--- src/rtl/fir_sym_sequencer.sv ---
// rtl/fir_sym_sequencer.sv - sequencer for a time-shared symmetric-FIR pre-add/multiply element
// Holds the delay line and coefficient RAM, issues one tap pair per cycle, accumulates products.
module fir_sym_sequencer #(
  parameter int DATA_BITS   = 16,
  parameter int COEF_BITS   = 16,
  parameter int TAPS        = 16,
  parameter int EXTEND_BITS = 5,
  parameter int OUT_BITS    = DATA_BITS + COEF_BITS + EXTEND_BITS,
  localparam int PAIRS      = (TAPS + 1) / 2,
  localparam int CA_BITS    = (PAIRS > 1) ? $clog2(PAIRS) : 1
) (
  input  logic                 clk,
  input  logic                 rst,
  input  logic                 s_valid,
  output logic                 s_ready,
  input  logic [DATA_BITS-1:0] s_data,
  input  logic                 coef_we,
  input  logic [CA_BITS-1:0]   coef_addr,
  input  logic [COEF_BITS-1:0] coef_wdata,
  output logic                 mac_en,
  output logic [DATA_BITS-1:0] mac_a,
  output logic [DATA_BITS-1:0] mac_b,
  output logic [COEF_BITS-1:0] mac_coef,
  input  logic [OUT_BITS-1:0]  mac_prod,
  input  logic                 mac_vld,
  output logic                 m_valid,
  input  logic                 m_ready,
  output logic [OUT_BITS-1:0]  m_data
);

  localparam int PTR_BITS = $clog2(TAPS);
  localparam int CNT_BITS = $clog2(PAIRS + 1);
  localparam bit ODD      = (TAPS % 2) == 1;

  localparam logic [PTR_BITS:0]   TAPS_W   = (PTR_BITS + 1)'(TAPS);
  localparam logic [PTR_BITS:0]   ONE_W    = (PTR_BITS + 1)'(1);
  localparam logic [PTR_BITS-1:0] LAST_PTR = PTR_BITS'(TAPS - 1);
  localparam logic [CNT_BITS-1:0] LAST_P   = CNT_BITS'(PAIRS - 1);
  localparam logic [CNT_BITS-1:0] PAIRS_C  = CNT_BITS'(PAIRS);

  typedef enum logic [1:0] {IDLE, ISSUE, DRAIN, OUT} state_t;

  state_t               state;
  logic [DATA_BITS-1:0] dline [0:TAPS-1];
  logic [COEF_BITS-1:0] coef  [0:PAIRS-1];
  logic [PTR_BITS-1:0]  wr_ptr;
  logic [PTR_BITS-1:0]  newest;
  logic [CNT_BITS-1:0]  p_cnt;
  logic [CNT_BITS-1:0]  ret_cnt;
  logic [OUT_BITS-1:0]  acc;

  logic                 take_prod;
  logic [OUT_BITS-1:0]  acc_next;
  logic [CNT_BITS-1:0]  ret_next;
  logic [PTR_BITS:0]    p_ext;
  logic [PTR_BITS:0]    a_sum;
  logic [PTR_BITS:0]    b_sum;
  logic [PTR_BITS-1:0]  a_idx;
  logic [PTR_BITS-1:0]  b_idx;

  // Products are only meaningful while a sample is in flight.
  always_comb begin
    take_prod = mac_vld && (state == ISSUE || state == DRAIN);
    acc_next  = acc;
    ret_next  = ret_cnt;
    if (take_prod) begin
      acc_next = acc + mac_prod;
      ret_next = ret_cnt + CNT_BITS'(1);
    end
  end

  // x[n-p] sits p slots behind newest; x[n-(TAPS-1-p)] sits p+1 slots ahead of it.
  always_comb begin
    p_ext = (PTR_BITS + 1)'(p_cnt);
    a_sum = {1'b0, newest} + TAPS_W - p_ext;
    if (a_sum >= TAPS_W) a_sum = a_sum - TAPS_W;
    b_sum = {1'b0, newest} + p_ext + ONE_W;
    if (b_sum >= TAPS_W) b_sum = b_sum - TAPS_W;
    a_idx = a_sum[PTR_BITS-1:0];
    b_idx = b_sum[PTR_BITS-1:0];
  end

  always_comb begin
    mac_en   = 1'b0;
    mac_a    = '0;
    mac_b    = '0;
    mac_coef = '0;
    if (state == ISSUE) begin
      mac_en   = 1'b1;
      mac_a    = dline[a_idx];
      mac_coef = coef[p_cnt[CA_BITS-1:0]];
      if (!(ODD && p_cnt == LAST_P)) mac_b = dline[b_idx];
    end
  end

  always_ff @(posedge clk or posedge rst) begin
    if (rst) begin
      state   <= IDLE;
      s_ready <= 1'b1;
      m_valid <= 1'b0;
      m_data  <= '0;
      wr_ptr  <= '0;
      newest  <= '0;
      p_cnt   <= '0;
      ret_cnt <= '0;
      acc     <= '0;
      for (int i = 0; i < TAPS; i++) dline[i] <= '0;
      for (int i = 0; i < PAIRS; i++) coef[i] <= '0;
    end else begin
      // Out-of-range addresses match no entry and are dropped.
      if (coef_we && (state == IDLE || state == OUT)) begin
        for (int i = 0; i < PAIRS; i++)
          if (coef_addr == CA_BITS'(i)) coef[i] <= coef_wdata;
      end

      case (state)
        IDLE: begin
          if (s_valid) begin
            dline[wr_ptr] <= s_data;
            newest        <= wr_ptr;
            wr_ptr        <= (wr_ptr == LAST_PTR) ? '0 : wr_ptr + PTR_BITS'(1);
            acc           <= '0;
            p_cnt         <= '0;
            ret_cnt       <= '0;
            s_ready       <= 1'b0;
            state         <= ISSUE;
          end
        end
        ISSUE: begin
          acc     <= acc_next;
          ret_cnt <= ret_next;
          if (p_cnt == LAST_P) state <= DRAIN;
          else                 p_cnt <= p_cnt + CNT_BITS'(1);
        end
        DRAIN: begin
          acc     <= acc_next;
          ret_cnt <= ret_next;
          if (ret_next >= PAIRS_C) begin
            m_valid <= 1'b1;
            m_data  <= acc_next;
            state   <= OUT;
          end
        end
        OUT: begin
          if (m_ready) begin
            m_valid <= 1'b0;
            m_data  <= '0;
            s_ready <= 1'b1;
            state   <= IDLE;
          end
        end
        default: state <= IDLE;
      endcase
    end
  end

endmodule

--- config.mk ---
export PLATFORM = sky130hd
export DESIGN_NAME = fir_sym_sequencer
export DESIGN_NICKNAME = d
export VERILOG_FILES = /design/src/rtl/fir_sym_sequencer.sv
export SDC_FILE = /design/constraint.sdc
export NUM_CORES = 1
export LEC_CHECK = 0
export ABC_AREA = 1
export BUFFER_PORTS_ARGS = -buffer_cell sky130_fd_sc_hd__buf_4
export CAP_MARGIN = 10
export CORE_UTILIZATION = 55
export DETAILED_ROUTE_END_ITERATION = 10
export PLACE_DENSITY = 0.73
export SKIP_CTS_REPAIR_TIMING = 1
export SYNTH_ARGS = -nofsm -noshare
export SYNTH_HDL_FRONTEND = slang
export SYNTH_SLANG_ARGS = --single-unit
--- constraint.sdc ---
create_clock -name clk -period 36.4 [get_ports clk]
set_input_delay 3.64 -clock clk [delete_from_list [all_inputs] [get_ports clk]]
set_output_delay 3.64 -clock clk [all_outputs]
set_load 0.01 [all_outputs]
Word level (Yosys, flattened, before mapping)
Index checks and enable logic that the tools add are counted.
{"block": "classes", "addsub": 10, "order_cmp": 8, "eq_ne": 17, "muxes": 41, "n_bitwise": 4, "reduce_logical": 26}
{"operator": "256-bit bitwise mux", "n": 1}
{"operator": "16-bit two-way mux", "n": 10}
{"operator": "37-bit two-way mux", "n": 4}
{"operator": "37-bit one-hot mux with 2 select lines", "n": 2}
{"operator": "16-bit binary-select mux with 4-bit select", "n": 2}
{"operator": "16-bit demux with 4-bit select", "n": 1}
{"operator": "16-bit binary-select mux with 3-bit select", "n": 1}
{"operator": "37-bit adder", "n": 1}
{"operator": "5-bit >= comparator (second input constant)", "n": 5}
{"operator": "4-bit two-way mux", "n": 6}
{"operator": "2-bit AND reduction", "n": 10}
{"operator": "4-bit one-hot mux with 2 select lines", "n": 2}
{"operator": "4-bit NOT with 5-bit output", "n": 3}
{"operator": "4-bit by 1-bit adder with 4-bit output (second input constant)", "n": 3}
{"operator": "3-bit == test (second input constant)", "n": 4}
{"operator": "3-bit AND reduction", "n": 3}
{"operator": "4-bit >= comparator (second input constant)", "n": 2}
{"operator": "2-bit two-way mux", "n": 4}
{"operator": "2-bit one-hot mux with 4 select lines", "n": 1}
{"operator": "2-bit nonzero test", "n": 4}
{"operator": "4-bit by 1-bit subtractor with 4-bit output (second input constant)", "n": 2}
{"operator": "3-bit by 2-bit == test with 1-bit output (second input constant)", "n": 2}
{"operator": "2-bit != test (second input constant)", "n": 3}
{"operator": "4-bit by 4-bit adder with 5-bit output", "n": 1}
{"operator": "other kinds (19)", "n": 29}
{"block": "word_totals", "ff_bits": 478, "in_bits": 78, "out_inout_bits": 88, "word_cells": 139}

Logic depth before layout (Yosys ltp)
{"block": "logic_depth", "word_depth": 9, "mapped_depth": 17, "depth_no_buf": 17}

Worst setup path before layout
OpenSTA, ideal clock, no wires.
{"block": "synth_timing", "kind": "register to output", "from": "reg p_cnt[0]", "to": "out mac_b[15]", "arrival_time_ns": 2.816, "t_required_ns": 32.760, "path_slack_ns": 29.944, "stages_incl_launch_ff": 14, "n_path_buf": 5, "path_cell_list": "dfrtp_1 clkbuf_1 clkinv_1 clkbuf_1 ha_1 inv_1 fa_1 buf_2 buf_2 clkbuf_1 nor2_1 o21ai_0 nand2_1 a211oi_1"}
{"block": "synth_between", "elab_chain_len": 9, "elab_cells_between_ends": 10, "cone_classes": "3 x add/sub; 1 x order compare; 5 x mux; 1 x bitwise"}
{"element": "start, declared", "line": "48", "source": "logic [CNT_BITS-1:0] p_cnt;"}
{"element": "start signal, assigned", "line": "133", "source": "else p_cnt <= p_cnt + CNT_BITS'(1);"}
{"element": "4-bit by 4-bit adder with 5-bit output *", "line": "77", "source": "b_sum = {1'b0, newest} + p_ext + ONE_W;"}
{"element": "5-bit by 1-bit adder with 5-bit output *", "line": "77"}
{"element": "4-bit by 1-bit subtractor with 4-bit output / 5-bit >= comparator (equally long branches)", "line": "78", "source": "if (b_sum >= TAPS_W) b_sum = b_sum - TAPS_W;"}
{"element": "4-bit two-way mux *", "line": "78"}
{"element": "4-bit NOT with 5-bit output (not written as such) *", "line": "92", "source": "if (!(ODD && p_cnt == LAST_P)) mac_b = dline[b_idx];"}
{"element": "16-bit binary-select mux with 4-bit select *", "line": "92"}
{"element": "16-bit two-way mux (not written as such) * (2 in a row)", "line": "92"}
{"element": "16-bit two-way mux *", "line": "88", "source": "if (state == ISSUE) begin"}
{"element": "end, declared", "line": "22", "source": "output logic [DATA_BITS-1:0] mac_b,"}
Mark *: on every way between the ends. The rest lies on a longest branch, timed or not. The select of a mux whose other input is x is not followed.

Worst setup path in the final report
{"block": "layout_timing", "from": "reg p_cnt[0]", "to": "out mac_a[9]"}
{"block": "layout_between", "elab_chain_len": 8, "elab_cells_between_ends": 9, "cone_classes": "2 x add/sub; 1 x order compare; 5 x mux; 1 x bitwise"}
{"element": "5-bit by 4-bit subtractor with 5-bit output *", "line": "75", "source": "a_sum = {1'b0, newest} + TAPS_W - p_ext;"}
{"element": "4-bit by 1-bit subtractor with 4-bit output / 5-bit >= comparator (equally long branches)", "line": "76", "source": "if (a_sum >= TAPS_W) a_sum = a_sum - TAPS_W;"}
{"element": "4-bit two-way mux *", "line": "76"}
{"element": "4-bit NOT with 5-bit output (not written as such) *", "line": "90", "source": "mac_a = dline[a_idx];"}
{"element": "16-bit binary-select mux with 4-bit select *", "line": "90"}
{"element": "16-bit two-way mux (not written as such) * (2 in a row)", "line": "90"}
{"element": "16-bit two-way mux *", "line": "88"}
{"element": "end, declared", "line": "21", "source": "output logic [DATA_BITS-1:0] mac_a,"}
Marked as above.

==> impl_metrics.yaml <==
global_route:
  use_met1_pct: 45.13
  grt_antenna_before_repair: 1
  grtUsageTotal_pct: 31.22
  globalRoute.totalOverflow: 0
  grt_pass1_vias: 22594
  wire_length_of_the_first_global_routing_pass_um: 123500
  globalRoute.busiestLayer: "met2"
  grt_util_met3_pct: 5.321
  grt.met2_usage_pct: 48.39
  pin_count_of_the_biggest_net_entering_global_routing: 145
timing:
  relSlewSlack_pct: 20.25
  finalHoldViolCount: 0
  grt_setup_unrepaired: "false"
  final_period_minus_worst_setup_slack_ps: 8411
  finalSetupTns_ps: 0
  achievable-frequency_ghz: 0.1189
  layout_worst_path_cycle_share_pct: 23.11
  maxSlewViolCount: 0
  final-setup-viol-count: 0
  worst_slew_pin_slew_ps: 1189
  clock_skew_ps: 11.88
setup_path:
  critPathRequiredTime_ps: 32760
  timing.critical_path.to_type: "output pin"
  crit_fanout: 144
  timing.critical_path.from_type: "flop"
  worst-r2r-setup-slack_ps: 32880
  arrival_ps: 4770
  worstSetupPathType: "flop to output pin"
  cell_chain_of_the_critical_path: "clkinv_1, ha_4, inv_6, buf_4, a21oi_1, o21ai_0, a21oi_1, a211oi_1, buf_4"
  slowest_stage: "sky130_fd_sc_hd__buf_4"
  rr_worst_depth: 13
  slowest_delay_ps: 840
synthesis:
  synth_cells: 3696
  synthDistinctLibCells: 45
  synth_compound_area_share_pct: 22.80
  synth.area.mux_share_pct: 0
  synth_most_common_cell: "sky130_fd_sc_hd__nand2_1"
  synth-seq-cells: 478
  post-synth-top-area-cell: "sky130_fd_sc_hd__dfrtp_1"
  mappedNetlistNets: 3829
  post_synthesis_share_of_cell_area_spent_on_and_or_nand_and_nor_gates_pct: 20.70
  ys_seq_area_share_pct: 44.56
  yosysWarningCount: 0
  yosys.area_share.adder_pct: 2.647
  synth_flop_cell: "sky130_fd_sc_hd__dfrtp_1"
  synth_top_cells_by_count: "949 x sky130_fd_sc_hd__nand2_1, 704 x sky130_fd_sc_hd__o21ai_0, 477 x sky130_fd_sc_hd__dfrtp_1, 331 x sky130_fd_sc_hd__nor2_1, 324 x sky130_fd_sc_hd__inv_1"
  avgSynthCellArea_um2: 7.263
  yosys.area.top_type_share_pct: 44.46
  combinational_family_with_the_most_area_after_synthesis: "compound AO/OA/AOI/OAI gates"
  synth_enable_flop_cells: 0
  syn-cell-area_um2: 26850
  ys_top_cells_by_area: "sky130_fd_sc_hd__dfrtp_1 44%, sky130_fd_sc_hd__nand2_1 13%, sky130_fd_sc_hd__o21ai_0 13%"
  synth-async-reset-ratio_pct: 100.0
  synthXorXnorAreaFrac_pct: 0.9415
drt:
  routed_wl_um: 77010
  route.vias.total: 24665
  wl_per_cell_um: 17.60
  ant_nets: 0
  firstDrtPassIters: 7
  detailedRoute.firstIterationViolations: 2396
  vias_per_cell: 5.638
  route.detailed.drc: 0
placed_design:
  placement.io_buffers: 165
  place_hpwl_um: 48580
  finalWeightedCongestion: 0.9051
final_layout:
  fin_nets: 3849
  flow.area_growth_from_synthesis_pct: 12.29
  drive_gt1_share_pct: 9.229
  fillers: 4353
  area_taken_by_multi_input_logic_gates_um2: 12730
  ant_diodes: 0
  sequential_cell_area_um2: 11960
clock_tree:
  bufs_on_longest_clock_path: 3
  tritoncts_num_sinks: 478
  path_clk_slew_ps: 60
  tritoncts: "done"
  maximum_level_of_the_cts_h_tree: 2
  root_buffer_master: "sky130_fd_sc_hd__clkbuf_16"
  insertion_delay_ps: 610
  total_cts_buffers: 53
status:
  run_status: "completed"
floorplanning:
  placeableCoreArea_um2: 47950
  ios: 166
  die_h_um: 222.9
  initial_utilization_pct: 55.99
  die_width_um: 222.9
  dieArea_um2: 49700
  row_count: 80
worst_hold_path:
  hp_class: "flop to flop"
  hold-path-cell-count: 2
job:
  max_cap_violations: 0
-- per-layer routing --
| layer | share of wire (%) | wire length [um] |
|---|---|---|
| met1 | 46 | 35040 |
| met4 | 2.6 | 1968 |
| met2 | 45 | 34310 |
| met3 | 7.4 | 5667 |
| met5 | 0.019 | 15 |
-- worst paths after layout --
path                               start    endpoint
worst min-delay path            coef[60]    coef[60]
worst min register to register  coef[60]    coef[60]
worst max-delay path            p_cnt[0]    mac_a[9]
worst max register to register  state[0]  m_data[28]
min in group asynchronous            rst   coef[125]
max in group asynchronous            rst  dline[107]
-- cells by family after synthesis --
group	after synthesis
and+or+nand+nor	1414
AOI/OAI and AO/OA	1148
buffers and inverters	573
DFF	478
adders and majority gates	55
xor gates and xnor gates	28
-- critical path, delay by kind of cell (launching register included) --
family	cells	cell delay, ps
fa+ha+maj	1	420
buf+inv	4	1970
flops	1	530
compound gates	4	1120
-- cell type report --
type                            instances  area share, %
Inverter                              332          4.175
Clock buffer                           81          5.180
Sequential cell                       478          39.69
Clock inverter                         18         0.8965
Tap cell                              615          2.553
Multi-Input combinational cell       2645          42.24
Timing Repair Buffer                  206          5.263
-- cells in the final DEF, fill, tap and decap left out, types with 4 or more instances in the layout --
| cell type | count |
|---|---|
| sky130_fd_sc_hd__clkbuf_1 | 15 |
| sky130_fd_sc_hd__clkinv_2 | 6 |
| sky130_fd_sc_hd__xnor2_1 | 13 |
| sky130_fd_sc_hd__or2_2 | 18 |
| sky130_fd_sc_hd__nor3_1 | 12 |
| sky130_fd_sc_hd__nand3b_1 | 7 |
| sky130_fd_sc_hd__nand2_1 | 948 |
| sky130_fd_sc_hd__clkbuf_16 | 53 |
| sky130_fd_sc_hd__a311oi_1 | 12 |
| sky130_fd_sc_hd__buf_4 | 204 |
| sky130_fd_sc_hd__o21ai_0 | 704 |
| sky130_fd_sc_hd__nor2_1 | 328 |
| sky130_fd_sc_hd__o21ai_1 | 4 |
| sky130_fd_sc_hd__nand2_2 | 13 |
| sky130_fd_sc_hd__clkinv_1 | 4 |
| sky130_fd_sc_hd__xor2_1 | 10 |
| sky130_fd_sc_hd__nor2_2 | 4 |
| sky130_fd_sc_hd__a31oi_1 | 5 |
| sky130_fd_sc_hd__o22ai_1 | 18 |
| sky130_fd_sc_hd__clkbuf_8 | 13 |
| sky130_fd_sc_hd__a211oi_1 | 31 |
| sky130_fd_sc_hd__o21bai_1 | 7 |
| sky130_fd_sc_hd__bufinv_16 | 6 |
| sky130_fd_sc_hd__nand3_1 | 70 |
| sky130_fd_sc_hd__a21oi_1 | 291 |
| sky130_fd_sc_hd__ha_1 | 51 |
| sky130_fd_sc_hd__inv_1 | 323 |
| sky130_fd_sc_hd__o211ai_1 | 69 |
| sky130_fd_sc_hd__dfrtp_1 | 476 |
-- flip-flops by register name, indices dropped and copies added, names as in the netlist, 2 cells and up --
name and flops:
state 2, wr_ptr 4, ret_cnt 4, newest 4, acc 37, m_data 37, p_cnt 4, coef 128
dline 256
-- through the flow --
step,area (um2),util [%],std cells,hold WS [ps],setup slack (ps)
3_3_place_gp,28260,58.94,4274,459.9,28410
6_report,30150,62.87,4375,478.5,27990
5_1_grt,30150,62.87,4375,493.9,27710
3_5_place_dp,28290,59.00,4275,467.1,28710
4_1_cts,30120,62.82,4374,482.0,28050
2_1_floorplan,26850,-,3696,447.8,19430
Power is left out: the tool's default activity adds up to more than one toggle a clock period on the data nets, which glitch-free logic cannot reach.
